## src/rtl/hazard_forward_ctrl.sv

```systemverilog
// hazard_forward_ctrl: EX-stage operand forwarding selects and load-use stall control.
// The selects are computed in ID from the EX/MEM producers and registered, so they
// stay stable while the consumer sits in EX. A load feeding the next instruction
// stalls ID for LOAD_LAT cycles: the detection cycle plus LOAD_LAT-1 cycles in STALL.
// Optional build macro HAZARD_PERF_CNT_EN adds a saturating stall_cycles counter.
// Signal qualifiers: *_valid marks a real instruction in a stage. *_we and *_used
// only count when the matching *_valid is high. There is no ready/backpressure
// input; stall is the only backpressure this block produces.
module hazard_forward_ctrl #(
    parameter int REG_ADDR_W = 4,
    parameter int LOAD_LAT   = 1
) (
    input  logic                  clk,
    input  logic                  rst,
    input  logic                  flush,
    input  logic                  id_valid,
    input  logic [REG_ADDR_W-1:0] id_rs1,
    input  logic [REG_ADDR_W-1:0] id_rs2,
    input  logic                  id_rs1_used,
    input  logic                  id_rs2_used,
    input  logic                  ex_valid,
    input  logic                  ex_we,
    input  logic                  ex_is_load,
    input  logic [REG_ADDR_W-1:0] ex_rd,
    input  logic                  mem_valid,
    input  logic                  mem_we,
    input  logic [REG_ADDR_W-1:0] mem_rd,
    output logic [1:0]            fwd_a_sel,
    output logic [1:0]            fwd_b_sel,
    output logic                  stall,
    output logic                  bubble,
    output logic                  state_dbg
`ifdef HAZARD_PERF_CNT_EN
    ,
    output logic [31:0]           stall_cycles
`endif
);

    typedef enum logic {
        RUN   = 1'b0,
        STALL = 1'b1
    } state_t;

    // Remaining stall cycles after the detection cycle.
    localparam logic [2:0] LAT_M1 = 3'(LOAD_LAT - 1);

    localparam logic [1:0] SEL_RF  = 2'b00;
    localparam logic [1:0] SEL_WB  = 2'b01;
    localparam logic [1:0] SEL_MEM = 2'b10;

    state_t     state_q, state_d;
    logic [2:0] cnt_q, cnt_d;
    logic [1:0] sel_a_d, sel_b_d;
    logic [1:0] sel_a_calc, sel_b_calc;
    logic       ex_hit_a, ex_hit_b, mem_hit_a, mem_hit_b;
    logic       hazard;

    // Producer matches. Register 0 is hard-wired zero, so it is never forwarded.
    assign ex_hit_a  = ex_valid  & ex_we  & id_rs1_used & (ex_rd  == id_rs1) & (ex_rd  != '0);
    assign ex_hit_b  = ex_valid  & ex_we  & id_rs2_used & (ex_rd  == id_rs2) & (ex_rd  != '0);
    assign mem_hit_a = mem_valid & mem_we & id_rs1_used & (mem_rd == id_rs1) & (mem_rd != '0);
    assign mem_hit_b = mem_valid & mem_we & id_rs2_used & (mem_rd == id_rs2) & (mem_rd != '0);

    // The EX producer is the newest value, so it wins over MEM.
    assign sel_a_calc = ex_hit_a ? SEL_MEM : (mem_hit_a ? SEL_WB : SEL_RF);
    assign sel_b_calc = ex_hit_b ? SEL_MEM : (mem_hit_b ? SEL_WB : SEL_RF);

    // A load in EX cannot be forwarded yet, so the consumer has to wait.
    assign hazard = id_valid & ex_valid & ex_is_load & (ex_hit_a | ex_hit_b);

    assign state_dbg = state_q;

    // Next-state, stall counter, select update and stall/bubble outputs.
    always_comb begin
        state_d = state_q;
        cnt_d   = cnt_q;
        sel_a_d = fwd_a_sel;
        sel_b_d = fwd_b_sel;
        stall   = 1'b0;
        bubble  = 1'b0;
        if (flush) begin
            state_d = RUN;
            cnt_d   = '0;
            sel_a_d = SEL_RF;
            sel_b_d = SEL_RF;
        end else begin
            case (state_q)
                RUN: begin
                    if (hazard) begin
                        stall   = 1'b1;
                        bubble  = 1'b1;
                        cnt_d   = LAT_M1;
                        state_d = (LAT_M1 != 3'd0) ? STALL : RUN;
                    end else if (id_valid) begin
                        sel_a_d = sel_a_calc;
                        sel_b_d = sel_b_calc;
                    end else begin
                        sel_a_d = SEL_RF;
                        sel_b_d = SEL_RF;
                    end
                end
                STALL: begin
                    stall  = 1'b1;
                    bubble = 1'b1;
                    if (cnt_q <= 3'd1) begin
                        cnt_d   = '0;
                        state_d = RUN;
                    end else begin
                        cnt_d = cnt_q - 3'd1;
                    end
                end
                default: begin
                    state_d = RUN;
                    cnt_d   = '0;
                end
            endcase
        end
    end

    // State, counter and select registers.
    always_ff @(posedge clk) begin
        if (rst) begin
            state_q   <= RUN;
            cnt_q     <= '0;
            fwd_a_sel <= SEL_RF;
            fwd_b_sel <= SEL_RF;
        end else begin
            state_q   <= state_d;
            cnt_q     <= cnt_d;
            fwd_a_sel <= sel_a_d;
            fwd_b_sel <= sel_b_d;
        end
    end

`ifdef HAZARD_PERF_CNT_EN
    // Saturating count of stalled cycles; only reset clears it, flush does not.
    always_ff @(posedge clk) begin
        if (rst) begin
            stall_cycles <= '0;
        end else if (stall && (stall_cycles != 32'hFFFF_FFFF)) begin
            stall_cycles <= stall_cycles + 32'd1;
        end
    end
`endif

endmodule

```

## config.mk

```make
export PLATFORM = sky130hd
export DESIGN_NAME = hazard_forward_ctrl
export DESIGN_NICKNAME = d
export VERILOG_FILES = /design/src/rtl/hazard_forward_ctrl.sv
export SDC_FILE = /design/constraint.sdc
export NUM_CORES = 1
export LEC_CHECK = 0
export CORE_MARGIN = 2
export CORE_UTILIZATION = 41
export DETAILED_ROUTE_END_ITERATION = 6
export PLACE_DENSITY = 0.91
export SYNTH_ARGS = -nofsm -noshare
export SYNTH_HDL_FRONTEND = slang
export SYNTH_SLANG_ARGS = --single-unit
```

## constraint.sdc

```tcl
create_clock -name clk -period 4.6 [get_ports clk]
set_input_delay 0.92 -clock clk [delete_from_list [all_inputs] [get_ports clk]]
set_output_delay 0.92 -clock clk [all_outputs]
set_load 0.05 [all_outputs]
```

==> results of run 1 <==
[cell type report]
class / instances / area (um2) / area share
inverter: 3 / 11.3 / 0.0113
tap: 16 / 20.0 / 0.0201
timing repair buffer: 33 / 325 / 0.326
clock buffer: 3 / 22.5 / 0.0226
sequential: 8 / 160 / 0.161
multi-input combinational: 64 / 458 / 0.459
[sequential cells by signal, summed over array words and instances (netlist names)]
| register | cells |
|---|---|
| cnt_q | 3 |
| fwd_a_sel | 2 |
| fwd_b_sel | 2 |
| state_dbg | 1 |
[synth_stat cells (all sizes together), types with 2 or more instances]
master,n,share of area
nor2,7,0.053
xnor2,6,0.083
dfxtp,8,0.25
nor3,4,0.049
and2,2,0.020
ha,2,0.039
nand3,4,0.031
nor4,6,0.069
nand2,9,0.053
xor2,10,0.14
o21ai,2,0.016
mux2i,3,0.047
inv,3,0.018
a31o,2,0.028
[critical path, delay by kind of cell]
kind / cells / cell delay (ps)
AND/OR/NAND/NOR: 4 / 970
buffers and inverters: 2 / 720
XOR/XNOR: 1 / 200
[layout by cell type (no fill, tap or decap)]
cell type                         Yosys  routed
sky130_fd_sc_hd__a21oi_1              1       1
sky130_fd_sc_hd__a31o_1               1       1
sky130_fd_sc_hd__a31o_2               1       1
sky130_fd_sc_hd__and2_1               2       2
sky130_fd_sc_hd__buf_4                1       2
sky130_fd_sc_hd__clkbuf_4             0       3
sky130_fd_sc_hd__clkdlybuf4s50_1      0      31
sky130_fd_sc_hd__dfxtp_1              8       8
sky130_fd_sc_hd__ha_1                 2       2
sky130_fd_sc_hd__inv_1                3       3
sky130_fd_sc_hd__mux2i_1              3       3
sky130_fd_sc_hd__nand2_1              9       9
sky130_fd_sc_hd__nand3_1              4       4
sky130_fd_sc_hd__nand3b_1             1       1
sky130_fd_sc_hd__nand4_1              1       1
sky130_fd_sc_hd__nor2_1               6       6
sky130_fd_sc_hd__nor2_4               1       1
sky130_fd_sc_hd__nor3_1               3       3
sky130_fd_sc_hd__nor3_4               1       1
sky130_fd_sc_hd__nor4_1               5       5
sky130_fd_sc_hd__nor4_2               1       1
sky130_fd_sc_hd__o21ai_0              2       2
sky130_fd_sc_hd__o21bai_1             1       1
sky130_fd_sc_hd__o221a_1              1       1
sky130_fd_sc_hd__o32ai_1              1       1
sky130_fd_sc_hd__or4b_4               1       1
sky130_fd_sc_hd__xnor2_1              6       6
sky130_fd_sc_hd__xor2_1              10      10
[logic make-up after synthesis]
logic type,after synthesis
flops,8
simple gates,35
fa+ha+maj,2
xor+xnor,16
buf+inv,4
compound gates,8
mux,3
[per-stage QoR]
stage          cell area, um2  setup WS [ps]  std cells
5_1_grt                   997            770        127
3_3_place_gp              975            909        124
4_1_cts                   997            876        127
3_5_place_dp              975            875        124
2_1_floorplan             637            790         76
6_report                  997            882        127
[routing by layer]
layer / part of all wire / global-route usage / wire, um / up-vias
li1: - / - / - / 343
met1: 0.38 / 0.166 / 603 / 301
met2: 0.51 / 0.337 / 800 / 40
met3: 0.098 / 0.0375 / 154 / 2
met4: 0.0089 / 0.103 / 14 / 0
met5: 0 / 0 / 0 / -
[power breakdown]
| part | internal (uW) | switching (uW) |
|---|---|---|
| logic | 29.4 | 20.0 |
| registers | 69.3 | 0.0236 |
| clock network | 30.0 | 26.5 |
| total | 129 | 46.6 |
[worst min path at each step]
stage / slack, ps / depth (start not counted) / to
3_3_place_gp: 450 / 2 / fwd_b_sel[1]$_SDFFE_PP0P_
5_1_grt: 480 / 2 / fwd_b_sel[1]$_SDFFE_PP0P_
6_report: 460 / 2 / fwd_b_sel[1]$_SDFFE_PP0P_
4_1_cts: 460 / 2 / fwd_b_sel[1]$_SDFFE_PP0P_
2_1_floorplan: 500 / 1 / cnt_q[0]$_SDFFE_PP0P_
3_5_place_dp: 450 / 2 / fwd_b_sel[0]$_SDFFE_PP0P_
==> flow_metrics.tcl, run 1 <==
set metrics [dict create \
    cts_made_buffers 3 \
    critPathArrivalTime_ps 2800 \
    grt_use_total 0.175 \
    synthSimpleGateAreaFrac 0.318 \
    die_h_um 43.4 \
    fin_total_pwr_uw 175 \
    multiplexer_area_fraction_after_synthesis 0.0472 \
    clk_pin_slew_worst_paths_ps 60 \
    maxSlewViolCount 0 \
    timing.final.hold_violations 0 \
    utilization 0.670 \
    cts.root.buffer_cell "sky130_fd_sc_hd__clkbuf_4" \
    detailedRoute.firstIterationViolations 7 \
    finalSetupViolations 0 \
    postcts_resize_cnt 0 \
    wirelength_per_cell_um 12.4 \
    via_count_of_the_first_global_routing_pass 687 \
    synth_top_family_by_area "simple AND/OR/NAND/NOR gates" \
    post_synth.cell_area_avg_um2 8.38 \
    timing.fmax_ghz 0.269 \
    grt_first_pass_wirelength_mm 2.55 \
    final.fill_count 137 \
    drc 0 \
    timing.critical_path.from "ex_rd[0]" \
    net_count_of_the_finished_layout 142 \
    worst-slew-pin-transition_ps 618 \
    hold_path_class "reg2reg" \
    r2r-end "cnt_q[2]$_SDFFE_PP0P_" \
    initial_antenna_violation_count 0 \
    outcome "finished clean" \
    synth.yosys.warnings 0 \
    post-route-min-period_ps 3720 \
    cts_hold_repair.buffers 0 \
    clock_skew_ps 2.54 \
    setup.worst_path.class "in2out" \
    syn_inst 76 \
    timing.max_slew.rel_slack 0.586 \
    summed_instance_area_of_the_synthesized_netlist_um2 637 \
    ys_async_sr_fraction 0 \
    p_leak_uw 0.000391 \
    tritoncts_num_sinks 8 \
    ys_seq_elements 8 \
    die_x_um 43.4 \
    worstRegToRegCells 6 \
    hold_path.startpoint "fwd_b_sel[1]$_SDFFE_PP0P_" \
    critPathRequiredTime_ps 3680 \
    htreeDepth 1 \
    whs_ps 456 \
    crit_end "bubble" \
    pin_count 34 \
    timing.rr.start "cnt_q[1]$_SDFFE_PP0P_" \
    postRouteAntennaNets 0 \
    gp_congestion 0.866 \
    timing.critical_path.slowest_stage_cell "sky130_fd_sc_hd__or4b_4" \
    critPathMaxFanout 7 \
    worst_ir_drop_vdd_mv 0.0757 \
    route.final.wire_length_mm 1.57 \
    power_density_nw_per_um2 176 \
    numPortBuffers 33 \
    slowest_delay_ps 540 \
    ys_types 26 \
    final.period_utilization 0.808 \
    synth-compound-area-share 0.0943 \
    die-area_um2 1880 \
    grt_setup_unrepaired "false" \
    dr_total_vias 686 \
    drt-pass1-iter-count 4 \
    fin_tns_setup_ps 0 \
    reg2reg_setup_slack_ps 3110 \
    insertion_delay_ps 260 \
    gr-total-overflow 0 \
    path_cells "clkdlybuf4s50_1 -> xor2_1 -> or4b_4 -> nor3_4 -> nor2_4 -> nor2_1 -> buf_4" \
    worstSetupEndpointType "output pin" \
    initial_core_utilization 0.428 \
    clk_path_buf_depth 2 \
    postSynthNetCount 105 \
    num_antenna_cells 0 \
    maxCapViolCount 0 \
    cp-start-kind "primary input" \
    synth_adder_area_share 0.0393 \
    area_growth_pct 56.6 \
    std_cell_rows 14 \
    synthXorXnorAreaFrac 0.220 \
    viasPerCell 5.40 \
    layout-drive-gt1-share 0.0901 \
    detailedPlacementHpwl_mm 1.37 \
    ys_seq_area_frac 0.251 \
    synth_edf_count 0 \
    pin_count_of_the_biggest_net_entering_global_routing 11 \
    postCtsSetupRepairBufs 0 \
    core_region_area_um2 1490 \
    cts_tree "done" \
    synth_top_flop_cell "sky130_fd_sc_hd__dfxtp_1" \
]
(Power assumes the default switching activity.)
==> run 2: changes to the inputs <==
CORE_UTILIZATION = 38   (was 41)
PLACE_DENSITY = 0.86   (was 0.91)
clock period = 3.9 ns   (was 4.6 ns; I/O delays follow)
==> run 2 against run 1 <==
  * Setup slack got worse by 570 ps
  * Via count shrank 0.44%
  * Critical path depth did not move
  * Highest routed layer unchanged
  * Critical endpoint is now stall
  * First-iteration DRC count up 29%
  * Wire length shrank 1.4%
  * Die area is 7.2% higher
  * Non-clock buffer count is the same
  * Critical path type unchanged
  * Count of clock-buffer cells in the layout did not move
  * Utilization is 0.66 points lower
  * Sequential share of layout area shrank 0.39 points
==> flow_metrics.tcl, run 2 (same netlist as run 1, synthesis figures left out) <==
set metrics [dict create \
    postCtsSetupRepairBufs 0 \
    regMostFlops "cnt_q" \
    power.share.sequential 0.400 \
    r2r-end "cnt_q[2]$_SDFFE_PP0P_" \
    grt_setup_unrepaired "false" \
    clk_path_buf_depth 2 \
    insertion_delay_ps 260 \
    cts_hold_repair.buffers 0 \
    power_switching_uw 52.7 \
    tritoncts_num_sinks 8 \
    grt_use_total 0.176 \
    clockPowerShare 0.315 \
    cts_tree "done" \
    met2_usage 0.329 \
    maxSlewViolCount 0 \
    post-route-min-period_ps 3590 \
    wirelength_per_cell_um 12.2 \
    initial_antenna_violation_count 0 \
    postcts_resize_cnt 0 \
    timing.rr.start "cnt_q[1]$_SDFFE_PP0P_" \
    placed_cell_area_um2 1000 \
    max_ffs_per_register 3 \
    detailedPlacementHpwl_mm 1.38 \
    pin_count 34 \
    std_cell_rows 14 \
    path_cells "clkdlybuf4s50_1 -> xor2_1 -> or4b_4 -> nor3_4 -> nor2_4 -> nor2_1 -> buf_12" \
    postRouteAntennaNets 0 \
    utilization 0.663 \
    top_usage_layer "met2" \
    final.period_utilization 0.920 \
    htreeDepth 1 \
    viasPerCell 5.38 \
    timing.final.hold_violations 0 \
    critPathRequiredTime_ps 3120 \
    netSwitchingFraction 0.258 \
    numPortBuffers 33 \
    dr_total_vias 683 \
    cts_made_buffers 3 \
    p_leak_uw 0.000396 \
    non_filler_instance_count_after_layout 127 \
    pin_count_of_the_biggest_net_entering_global_routing 11 \
    gr-total-overflow 0 \
    timing.critical_path.slowest_stage_cell "sky130_fd_sc_hd__or4b_4" \
    fin_area_um2 1020 \
    gp_congestion 0.857 \
    num_antenna_cells 0 \
    die-area_um2 2020 \
    grt_first_pass_wirelength_mm 2.54 \
    final_common_cell "sky130_fd_sc_hd__clkdlybuf4s50_1" \
    initial_core_utilization 0.413 \
    worstSetupEndpointType "output pin" \
    post_placement_cell_count 124 \
    worst-slew-pin-transition_ps 615 \
    net_count_of_the_finished_layout 142 \
    intPower_uw 152 \
    cp-start-kind "primary input" \
    drc 0 \
    maxCapViolCount 0 \
    fin_tns_setup_ps 0 \
    via_count_of_the_first_global_routing_pass 678 \
    core_region_area_um2 1540 \
    slowest_delay_ps 550 \
    worst_ir_drop_vdd_mv 0.0950 \
    final.fill_count 143 \
    reg2reg_setup_slack_ps 2410 \
    route.final.wire_length_mm 1.55 \
    largest_registers "cnt_q (3), fwd_a_sel (2), fwd_b_sel (2)" \
    worstRegToRegCells 6 \
    die_x_um 44.9 \
    combPwrFrac 0.285 \
    drt-pass1-iter-count 4 \
    clk_pin_slew_worst_paths_ps 50 \
    hold_end "fwd_b_sel[0]$_SDFFE_PP0P_" \
    layout-drive-gt1-share 0.0901 \
    global_route.usage.met1 0.167 \
    setup.worst_path.class "in2out" \
    cts.root.buffer_cell "sky130_fd_sc_hd__clkbuf_4" \
    power_density_nw_per_um2 200 \
    critPathMaxFanout 7 \
    timing.fmax_ghz 0.279 \
    finalSetupViolations 0 \
    worst_hold_path.num_cells 2 \
    mostFrequentLayoutCells "31 x sky130_fd_sc_hd__clkdlybuf4s50_1, 10 x sky130_fd_sc_hd__xor2_1, 9 x sky130_fd_sc_hd__nand2_1" \
    critPathArrivalTime_ps 2810 \
    clock_skew_ps 4.10 \
    global_route.usage.met3 0.0280 \
    die_h_um 44.9 \
    timing.max_slew.rel_slack 0.589 \
    hold_path_class "reg2reg" \
    hold_path.startpoint "fwd_b_sel[0]$_SDFFE_PP0P_" \
    outcome "finished clean" \
    area_growth_pct 60.5 \
    detailedRoute.firstIterationViolations 9 \
]
## run 2: changes by cell type in the layout (fill, tap and decap cells not counted)
| cell | delta |
|---|---|
| sky130_fd_sc_hd__buf_4 | -2 |
| sky130_fd_sc_hd__buf_12 | +2 |
## run 2: power groups by stage
stage	clock (uW)	sequential [uW]	combinational, uW
3_3_place_gp	0	83.6	56.8
2_1_floorplan	0	83.8	20.4
5_1_grt	71.8	81.8	62.5
3_5_place_dp	0	83.6	58.3
4_1_cts	68.1	81.8	58.4
6_report	64.5	81.9	58.3
## run 2: layout make-up
class                      count  area [um2]  area share
tap                           16        20.0      0.0196
timing repair buffer          33         350       0.343
sequential                     8         160       0.157
multi-input combinational     64         458       0.448
inverter                       3        11.3      0.0110
clock buffer                   3        22.5      0.0220
## run 2: worst max-delay path: cells and delay by family
family | cells | cell delay, ps
xor gates and xnor gates | 1 | 200
and+or+nand+nor | 4 | 1160
buffers and inverters | 2 | 660
## run 2: worst max-delay path by stage
stage                   from     to  slack, ps  cells past startpoint
floorplan           ex_rd[0]  stall        370                      6
global placement    ex_rd[0]  stall        360                      7
detailed placement  ex_rd[0]  stall        300                      7
CTS                 ex_rd[0]  stall        290                      7
global route        ex_rd[3]  stall        210                      7
finish              ex_rd[0]  stall        310                      7
## run 2: per-stage QoR
stage          hold slack (ps)  setup slack, ps  power [uW]
2_1_floorplan              501              370         104
3_3_place_gp               449              359         140
3_5_place_dp               456              296         142
4_1_cts                    464              295         208
5_1_grt                    485              213         216
6_report                   462              312         205
## run 2: metal layers
metal,up-vias,part of all wire
met5,-,0
met4,0,0.031
met3,8,0.075
met2,34,0.52
met1,297,0.38
li1,344,-
